==> config.mk <==
export PLATFORM = sky130hd
export DESIGN_NAME = i2s_capture_ctrl
export DESIGN_NICKNAME = d
export VERILOG_FILES = /design/src/rtl/i2s_capture_ctrl.sv
export SDC_FILE = /design/constraint.sdc
export NUM_CORES = 1
export LEC_CHECK = 0
export CELL_PAD_IN_SITES_DETAIL_PLACEMENT = 1
export CELL_PAD_IN_SITES_GLOBAL_PLACEMENT = 2
export CORE_ASPECT_RATIO = 1.4
export CORE_MARGIN = 2
export CORE_UTILIZATION = 30
export DETAILED_ROUTE_END_ITERATION = 12
export GPL_ROUTABILITY_DRIVEN = 0
export GPL_TIMING_DRIVEN = 0
export PLACE_DENSITY_LB_ADDON = 0.2
export REMOVE_ABC_BUFFERS = 1
export SLEW_MARGIN = 20
export SYNTH_ARGS = -nofsm -noshare
export SYNTH_HDL_FRONTEND = slang
export SYNTH_SLANG_ARGS = --single-unit
==> constraint.sdc <==
create_clock -name clk -period 10.9 [get_ports clk]
set_input_delay 2.18 -clock clk [delete_from_list [all_inputs] [get_ports clk]]
set_output_delay 2.18 -clock clk [all_outputs]
set_load 0.1 [all_outputs]
==> src/rtl/i2s_capture_ctrl.sv <==
// Capture sequencer between the I2S receiver and the SPI-drained sample FIFO:
// arms on start, optionally waits for an amplitude trigger, writes N slots, then drains.
module i2s_capture_ctrl #(
    parameter int DATA_SIZE = 24,
    parameter int COUNT_W   = 16
) (
    input  logic                 clk,
    input  logic                 rst,
    input  logic                 start,
    input  logic                 abort,
    input  logic [COUNT_W-1:0]   cfg_sample_count,
    input  logic                 cfg_use_trigger,
    input  logic [DATA_SIZE-2:0] cfg_threshold,
    input  logic                 sample_valid,
    input  logic [DATA_SIZE-1:0] sample_data,
    input  logic                 fifo_full,
    input  logic                 fifo_empty,
    output logic                 fifo_wr_en,
    output logic [DATA_SIZE-1:0] fifo_wr_data,
    output logic                 busy,
    output logic                 done,
    output logic                 overflow,
    output logic [2:0]           state,
    output logic [COUNT_W-1:0]   sample_cnt
);

    typedef enum logic [2:0] {
        ST_IDLE    = 3'd0,
        ST_ARMED   = 3'd1,
        ST_CAPTURE = 3'd2,
        ST_DRAIN   = 3'd3,
        ST_DONE    = 3'd4
    } state_t;

    localparam logic [DATA_SIZE-1:0] MOST_NEG = {1'b1, {(DATA_SIZE-1){1'b0}}};
    localparam logic [DATA_SIZE-1:0] MAG_MAX  = {1'b0, {(DATA_SIZE-1){1'b1}}};

    state_t                 state_q, state_d;
    logic [COUNT_W-1:0]     n_q, n_d;
    logic                   use_trig_q, use_trig_d;
    logic [DATA_SIZE-2:0]   thr_q, thr_d;
    logic [COUNT_W-1:0]     cnt_q, cnt_d;
    logic                   ov_q, ov_d;
    logic                   wr_en_q, wr_en_d;
    logic [DATA_SIZE-1:0]   wr_data_q, wr_data_d;
    logic                   busy_q, busy_d;
    logic                   done_q, done_d;

    logic [DATA_SIZE-1:0]   mag;
    logic                   trigger_hit;
    logic                   take_slot;
    logic                   start_ok;

    // Magnitude saturates so the most-negative code still compares as full scale.
    always_comb begin
        mag = sample_data;
        if (sample_data == MOST_NEG) begin
            mag = MAG_MAX;
        end else if (sample_data[DATA_SIZE-1]) begin
            mag = '0 - sample_data;
        end
        trigger_hit = (mag >= {1'b0, thr_q});
    end

    always_comb begin
        state_d    = state_q;
        n_d        = n_q;
        use_trig_d = use_trig_q;
        thr_d      = thr_q;
        cnt_d      = cnt_q;
        ov_d       = ov_q;
        wr_en_d    = 1'b0;
        wr_data_d  = wr_data_q;
        take_slot  = 1'b0;
        start_ok   = 1'b0;

        case (state_q)
            ST_IDLE:    start_ok = start;
            ST_ARMED:   take_slot = sample_valid && trigger_hit;
            ST_CAPTURE: take_slot = sample_valid;
            ST_DRAIN: begin
                // The last write must land before the empty flag can be trusted.
                if (fifo_empty && !wr_en_q) begin
                    state_d = ST_DONE;
                end
            end
            ST_DONE:    start_ok = start;
            default:    state_d = ST_IDLE;
        endcase

        if (start_ok) begin
            n_d        = cfg_sample_count;
            use_trig_d = cfg_use_trigger;
            thr_d      = cfg_threshold;
            ov_d       = 1'b0;
            cnt_d      = '0;
            if (cfg_sample_count == '0) begin
                state_d = ST_DONE;
            end else if (cfg_use_trigger) begin
                state_d = ST_ARMED;
            end else begin
                state_d = ST_CAPTURE;
            end
        end

        // A dropped sample still consumes its slot so capture length stays fixed.
        if (take_slot) begin
            cnt_d = (cnt_q == n_q) ? cnt_q : cnt_q + 1'b1;
            if (fifo_full) begin
                ov_d = 1'b1;
            end else begin
                wr_en_d   = 1'b1;
                wr_data_d = sample_data;
            end
            state_d = (cnt_d == n_q) ? ST_DRAIN : ST_CAPTURE;
        end

        if (abort) begin
            state_d    = ST_IDLE;
            n_d        = n_q;
            use_trig_d = use_trig_q;
            thr_d      = thr_q;
            cnt_d      = '0;
            ov_d       = ov_q;
            wr_en_d    = 1'b0;
            wr_data_d  = wr_data_q;
        end

        busy_d = (state_d == ST_ARMED) || (state_d == ST_CAPTURE) || (state_d == ST_DRAIN);
        done_d = (state_d == ST_DONE);
    end

    always_ff @(posedge clk) begin
        if (rst) begin
            state_q    <= ST_IDLE;
            n_q        <= '0;
            use_trig_q <= 1'b0;
            thr_q      <= '0;
            cnt_q      <= '0;
            ov_q       <= 1'b0;
            wr_en_q    <= 1'b0;
            wr_data_q  <= '0;
            busy_q     <= 1'b0;
            done_q     <= 1'b0;
        end else begin
            state_q    <= state_d;
            n_q        <= n_d;
            use_trig_q <= use_trig_d;
            thr_q      <= thr_d;
            cnt_q      <= cnt_d;
            ov_q       <= ov_d;
            wr_en_q    <= wr_en_d;
            wr_data_q  <= wr_data_d;
            busy_q     <= busy_d;
            done_q     <= done_d;
        end
    end

    assign fifo_wr_en   = wr_en_q;
    assign fifo_wr_data = wr_data_q;
    assign busy         = busy_q;
    assign done         = done_q;
    assign overflow     = ov_q;
    assign state        = state_q;
    assign sample_cnt   = cnt_q;

endmodule
Word-level counts from Yosys, hierarchy flattened
Index checks and enable logic that the tools add are counted.
- word-level logic and storage cells: 59
- output and inout port bits: 47
- input port bits: 71
- register bits: 86
- add/subtract/negate cells: 2
- bitwise logic cells: 3
- $lt $le $gt $ge: 1
- reductions and logical operators: 14
- muxes and demuxes: 19
- equal/unequal tests: 11
- operators by type and width (operator ; number):
    16-bit two-way mux ; 3
    24-bit two-way mux ; 2
    16-bit equality test ; 2
    24-bit equality test, second input constant ; 1
    24-bit by 23-bit >= comparator with 1-bit output ; 1
    1-bit by 24-bit subtractor with 24-bit output, first input constant ; 1
    16-bit by 1-bit adder with 16-bit output, second input constant ; 1
    16-bit logical NOT ; 1
    3-bit two-way mux ; 5
    3-bit by 2-bit equality test with 1-bit output, second input constant ; 4
    3-bit by 1-bit equality test with 1-bit output, second input constant ; 2
    3-bit equality test, second input constant ; 2
    1-bit two-way mux ; 6
    3-bit one-hot mux with 2 select lines ; 1
    2-bit OR reduction ; 2
    4-bit OR reduction ; 1
    3-bit logical NOT ; 1
    1-bit inverter ; 3
    3-bit AND reduction ; 1
    3-bit OR reduction ; 1
    1-bit logical AND ; 2
    1-bit logical OR ; 2
    2-bit two-way mux ; 1
    1-bit one-hot mux with 2 select lines ; 1
    other kinds (3) ; 3

Longest topological paths before layout
- word-level depth: 11
- gate-level depth with buffers: 18
- gate-level depth less buffers: 17

Worst setup path before layout
Ideal clock, no wire load.
- path type: input-to-reg
- from: input sample_data[2]
- to: register cnt_q[8], in the netlist sample_cnt[8]
- data required time: 10.780 ns
- setup slack: 5.248 ns
- stages: 16
- setup time: 0.120 ns
- buffers on the path: 2
- arrival: 5.532 ns
- cell sequence: nor4_1 > nand3b_1 > or2_2 > or3_1 > clkbuf_1 > nand2_1 > ha_1 > a21o_1 > a21o_1 > a21oi_1 > o21ai_0 > o21ai_1 > and2_1 > buf_2 > nor3_1 > o221a_2
- cells in the longest elaborated chain, start to end: 7
- elaborated cells between the ends (all ways): 9
- classes of those cells: add/sub: 1; order compare: 1; eq/ne: 1; mux: 4; reduce/logical: 2
- RTL lines (item ; RTL line ; source):
    start, declared ; 15 ; input logic [DATA_SIZE-1:0] sample_data,
    1-bit by 24-bit subtractor with 24-bit output ; 60 ; mag = '0 - sample_data;
    24-bit two-way mux ; 59 ; end else if (sample_data[DATA_SIZE-1]) begin
    24-bit two-way mux * ; 57 ; if (sample_data == MOST_NEG) begin
    24-bit by 23-bit >= comparator with 1-bit output * ; 62 ; trigger_hit = (mag >= {1'b0, thr_q});
    1-bit logical AND * ; 79 ; ST_ARMED: take_slot = sample_valid && trigger_hit;
    1-bit one-hot mux with 2 select lines * ; 77 ; case (state_q)
    16-bit two-way mux / 2-bit nonzero test (equally long branches) ; n/a ;
    end signal, assigned ; 150 ; cnt_q <= cnt_d;
    end, declared ; 42 ; logic [COUNT_W-1:0] cnt_q, cnt_d;
Every way passes the cells marked *; elsewhere a longest branch is shown, timed or not.
A chain may end at the register's enable or synchronous reset.

Worst setup path in the final report
- from: input sample_data[3]
- to: register wr_data_q[4], in the netlist fifo_wr_data[4]
- cells in the longest elaborated chain, start to end: 7
- elaborated cells between the ends (all ways): 8
- classes of those cells: add/sub: 1; order compare: 1; eq/ne: 1; mux: 3; reduce/logical: 2
- RTL lines (item ; RTL line ; source):
    1-bit by 24-bit subtractor with 24-bit output ; 60 ;
    24-bit two-way mux ; 59 ;
    24-bit two-way mux * ; 57 ;
    24-bit by 23-bit >= comparator with 1-bit output * ; 62 ;
    1-bit logical AND * ; 79 ;
    1-bit one-hot mux with 2 select lines * ; 77 ;
    3-bit AND reduction (no line) * ; n/a ;
    end signal, assigned ; 153 ; wr_data_q <= wr_data_d;
    end, declared ; 45 ; logic [DATA_SIZE-1:0] wr_data_q, wr_data_d;
Marks and branches as above.

==> metrics.csv <==
metric;value;unit
die area;0.0179;mm2
maxcap violations;0;
CP Data Arrival Time;7.32;ns
Post-synth EDFFs;0;
clock skew;0.00871;ns
largest net degree at the start of global routing;69;
share of cells above drive strength 1;0.0431;
IO Pins;118;
Design Power;823;uW
setup TNS;0;ns
most common cell after layout, fill and taps aside;nand2_1;
post-synthesis sequential area ratio;0.342;
WL final;15.8;mm
Top FF cell, synth;dfxtp_1;
ANT nets after route;0;
Starting Density;0.303;
DP Wirelength;12.1;mm
vias in the first global route;5137;
CTS HTree Levels;3;
worst hold path class;reg -> reg;
vias post-DR;4834;
min cycle time layout;7.11;ns
most frequent cells in the layout;nand2_1, clkdlybuf4s50_1, dfxtp_1, a21oi_1, nor2_1;
drc violations;0;
Core Area;0.0166;mm2
DRT iter0 DRCs;126;
RSZ-0062 raised after global routing;false;
DR vias/cell;5.11;
Yosys cell types;50;
status;finished clean;
total track usage;0.184;
clk buf depth;2;
Worst Max-Slew Pin Slew;0.991;ns
CTS Buf Count;9;
Yosys reg bits;86;
Final Hold Viols;0;
clk sinks;86;
drt first pass iters;6;
static leakage;0.00234;uW
Rows;56;
wire per inst;16.7;um
CTS Hold Buffers Added;0;
Resized Gates After CTS;0;
Worst-Skew Late Latency;0.35;ns
post-layout util;0.402;
async set-reset flop share out of synthesis;0;
number of post-CTS setup repair buffers;0;
Post-Layout Cell Count;946;
warnings from Yosys;0;
# diodes;0;
first-pass GRT wire length;25.9;mm
fin. max-slew vios;0;
pre-CTS setup slack;3.29;ns
WS Path Type;in -> reg;
CTS clk-pin slew, worst paths;0.06;ns
fmax;141;MHz
largest family of logic cells by synthesized area;simple AND/OR/NAND/NOR gates;
die height;157;um
Port Buffer Count;117;
Slew HR;0.338;
fill cell count;1982;
GR Overflow Total;0;
Die Span X;114;um
Mapped Cells;643;
fraction of synthesized area in multiplexers;0.0497;
Simple-Gate Fraction of Synth Area;0.243;
Adder-Cell Fraction of Synth Area;0.0621;
Synth Cell Area;0.00504;mm2
TritonCTS clock tree;done;
Final setup violation count;0;
crit start category;input port;
NumNets Final;835;
crit-path max FO;22;
setup ws final;3.79;ns
Worst Path Required;11.11;ns
placed cells;931;
mean post-synth cell area;7.83;um2
Max rail drop VDD;66.6;uV
pwr dens;123;mW/mm2
CTS root buf;clkbuf_16;
Seq. cell area;0.00172;mm2
Layout area overhead;32.7;%
CP Capture Type;flop;
initial antenna violation count;0;
Synth Area in XOR/XNOR;0.0922;
Multi-input gate area;0.00306;mm2
Synth Area in Compound Gates;0.159;
Tcrit/Tclk final;0.652;
synth_stat cells, drive strengths merged (2+ instances only):
cell / number / area share
a21oi: 58 / 0.058
o41ai: 4 / 0.0084
and2: 3 / 0.0037
nand2b: 3 / 0.0037
or3: 9 / 0.013
nand4: 14 / 0.017
mux2i: 25 / 0.050
xor2: 29 / 0.050
nand2: 123 / 0.092
clkbuf: 30 / 0.023
xnor2: 24 / 0.042
nor4: 6 / 0.0075
a2111oi: 2 / 0.0035
ha: 25 / 0.062
nand3b: 5 / 0.0075
o211ai: 5 / 0.0075
buf: 5 / 0.0092
or2: 4 / 0.0050
nor2b: 4 / 0.0050
o31ai: 6 / 0.0089
dfxtp: 86 / 0.34
a21o: 6 / 0.0089
a211oi: 15 / 0.025
or4: 7 / 0.010
o21ai: 16 / 0.016
inv: 28 / 0.021
nand3: 17 / 0.017
and3: 2 / 0.0025
nor2: 54 / 0.040
nor3: 8 / 0.0080
a31oi: 7 / 0.0087
nor4bb: 2 / 0.0040
metrics by stage:
step	area, um2	hold WS (ns)
2_1_floorplan	4880	0.430
3_3_place_gp	6300	0.443
6_report	6680	0.455
3_5_place_dp	6360	0.450
5_1_grt	6680	0.481
4_1_cts	6680	0.458
per-layer routing:
layer / global-route usage / routed length, um / up-vias
li1: - / - / 2412
met1: 0.195 / 6260 / 2300
met2: 0.355 / 8620 / 105
met3: 0.0350 / 619 / 17
met4: 0.0691 / 279 / 0
met5: 0 / 0 / -
cell type report:
cell class                      count  share of cell area
Clock buffer                       11              0.0378
Clock inverter                      4              0.0105
Inverter                           28              0.0157
Multi-Input combinational cell    494               0.458
Sequential cell                    86               0.258
Tap cell                          203              0.0380
Timing Repair Buffer              120               0.182
flip-flops by register name, summed over array words and instances (netlist names):
register	flops
n_q	16
thr_q	23
fifo_wr_en	1
busy	1
fifo_wr_data	24
overflow	1
sample_cnt	16
state	3
done	1
critical path, stage by stage:
cell and delay (ns):
clkdlybuf4s50_1 0.51, nor4_1 0.52, nand3b_1 0.27, or2_2 0.40, or3_1 0.69, and2_1 0.30, ha_1 0.27, nor2b_1 0.04
o21ai_0 0.18, nand4_1 0.12, a31oi_1 0.29, o21ai_2 0.31, a211oi_4 0.68, buf_6 0.27, mux2i_1 0.22, nor2_1 0.06
report_power, final:
part | switching, uW | internal, uW
Combinational | 86.7 | 63.3
Sequential | 6.36 | 324
Clock | 132 | 211
Total | 225 | 598
path summary, 6_finish.rpt:
check / cells after the start / endpoint / from / slack, ns
worst max-delay path: 16 / fifo_wr_data[4] / sample_data[3] / 3.79
worst min-delay path: 2 / thr_q[15] / thr_q[15] / 0.46
worst max register to register: 8 / state[0] / sample_cnt[12] / 7.65
worst min register to register: 2 / thr_q[15] / thr_q[15] / 0.46
logic make-up after synthesis:
logic type / Yosys count
multiplexers: 25
AND/OR/NAND/NOR: 264
buffers and inverters: 63
flip-flops: 86
XOR/XNOR: 53
adder cells (fa/ha/maj): 25
AO/OA/AOI/OAI: 127
No activity file was read; power rests on OpenSTA's default activity.
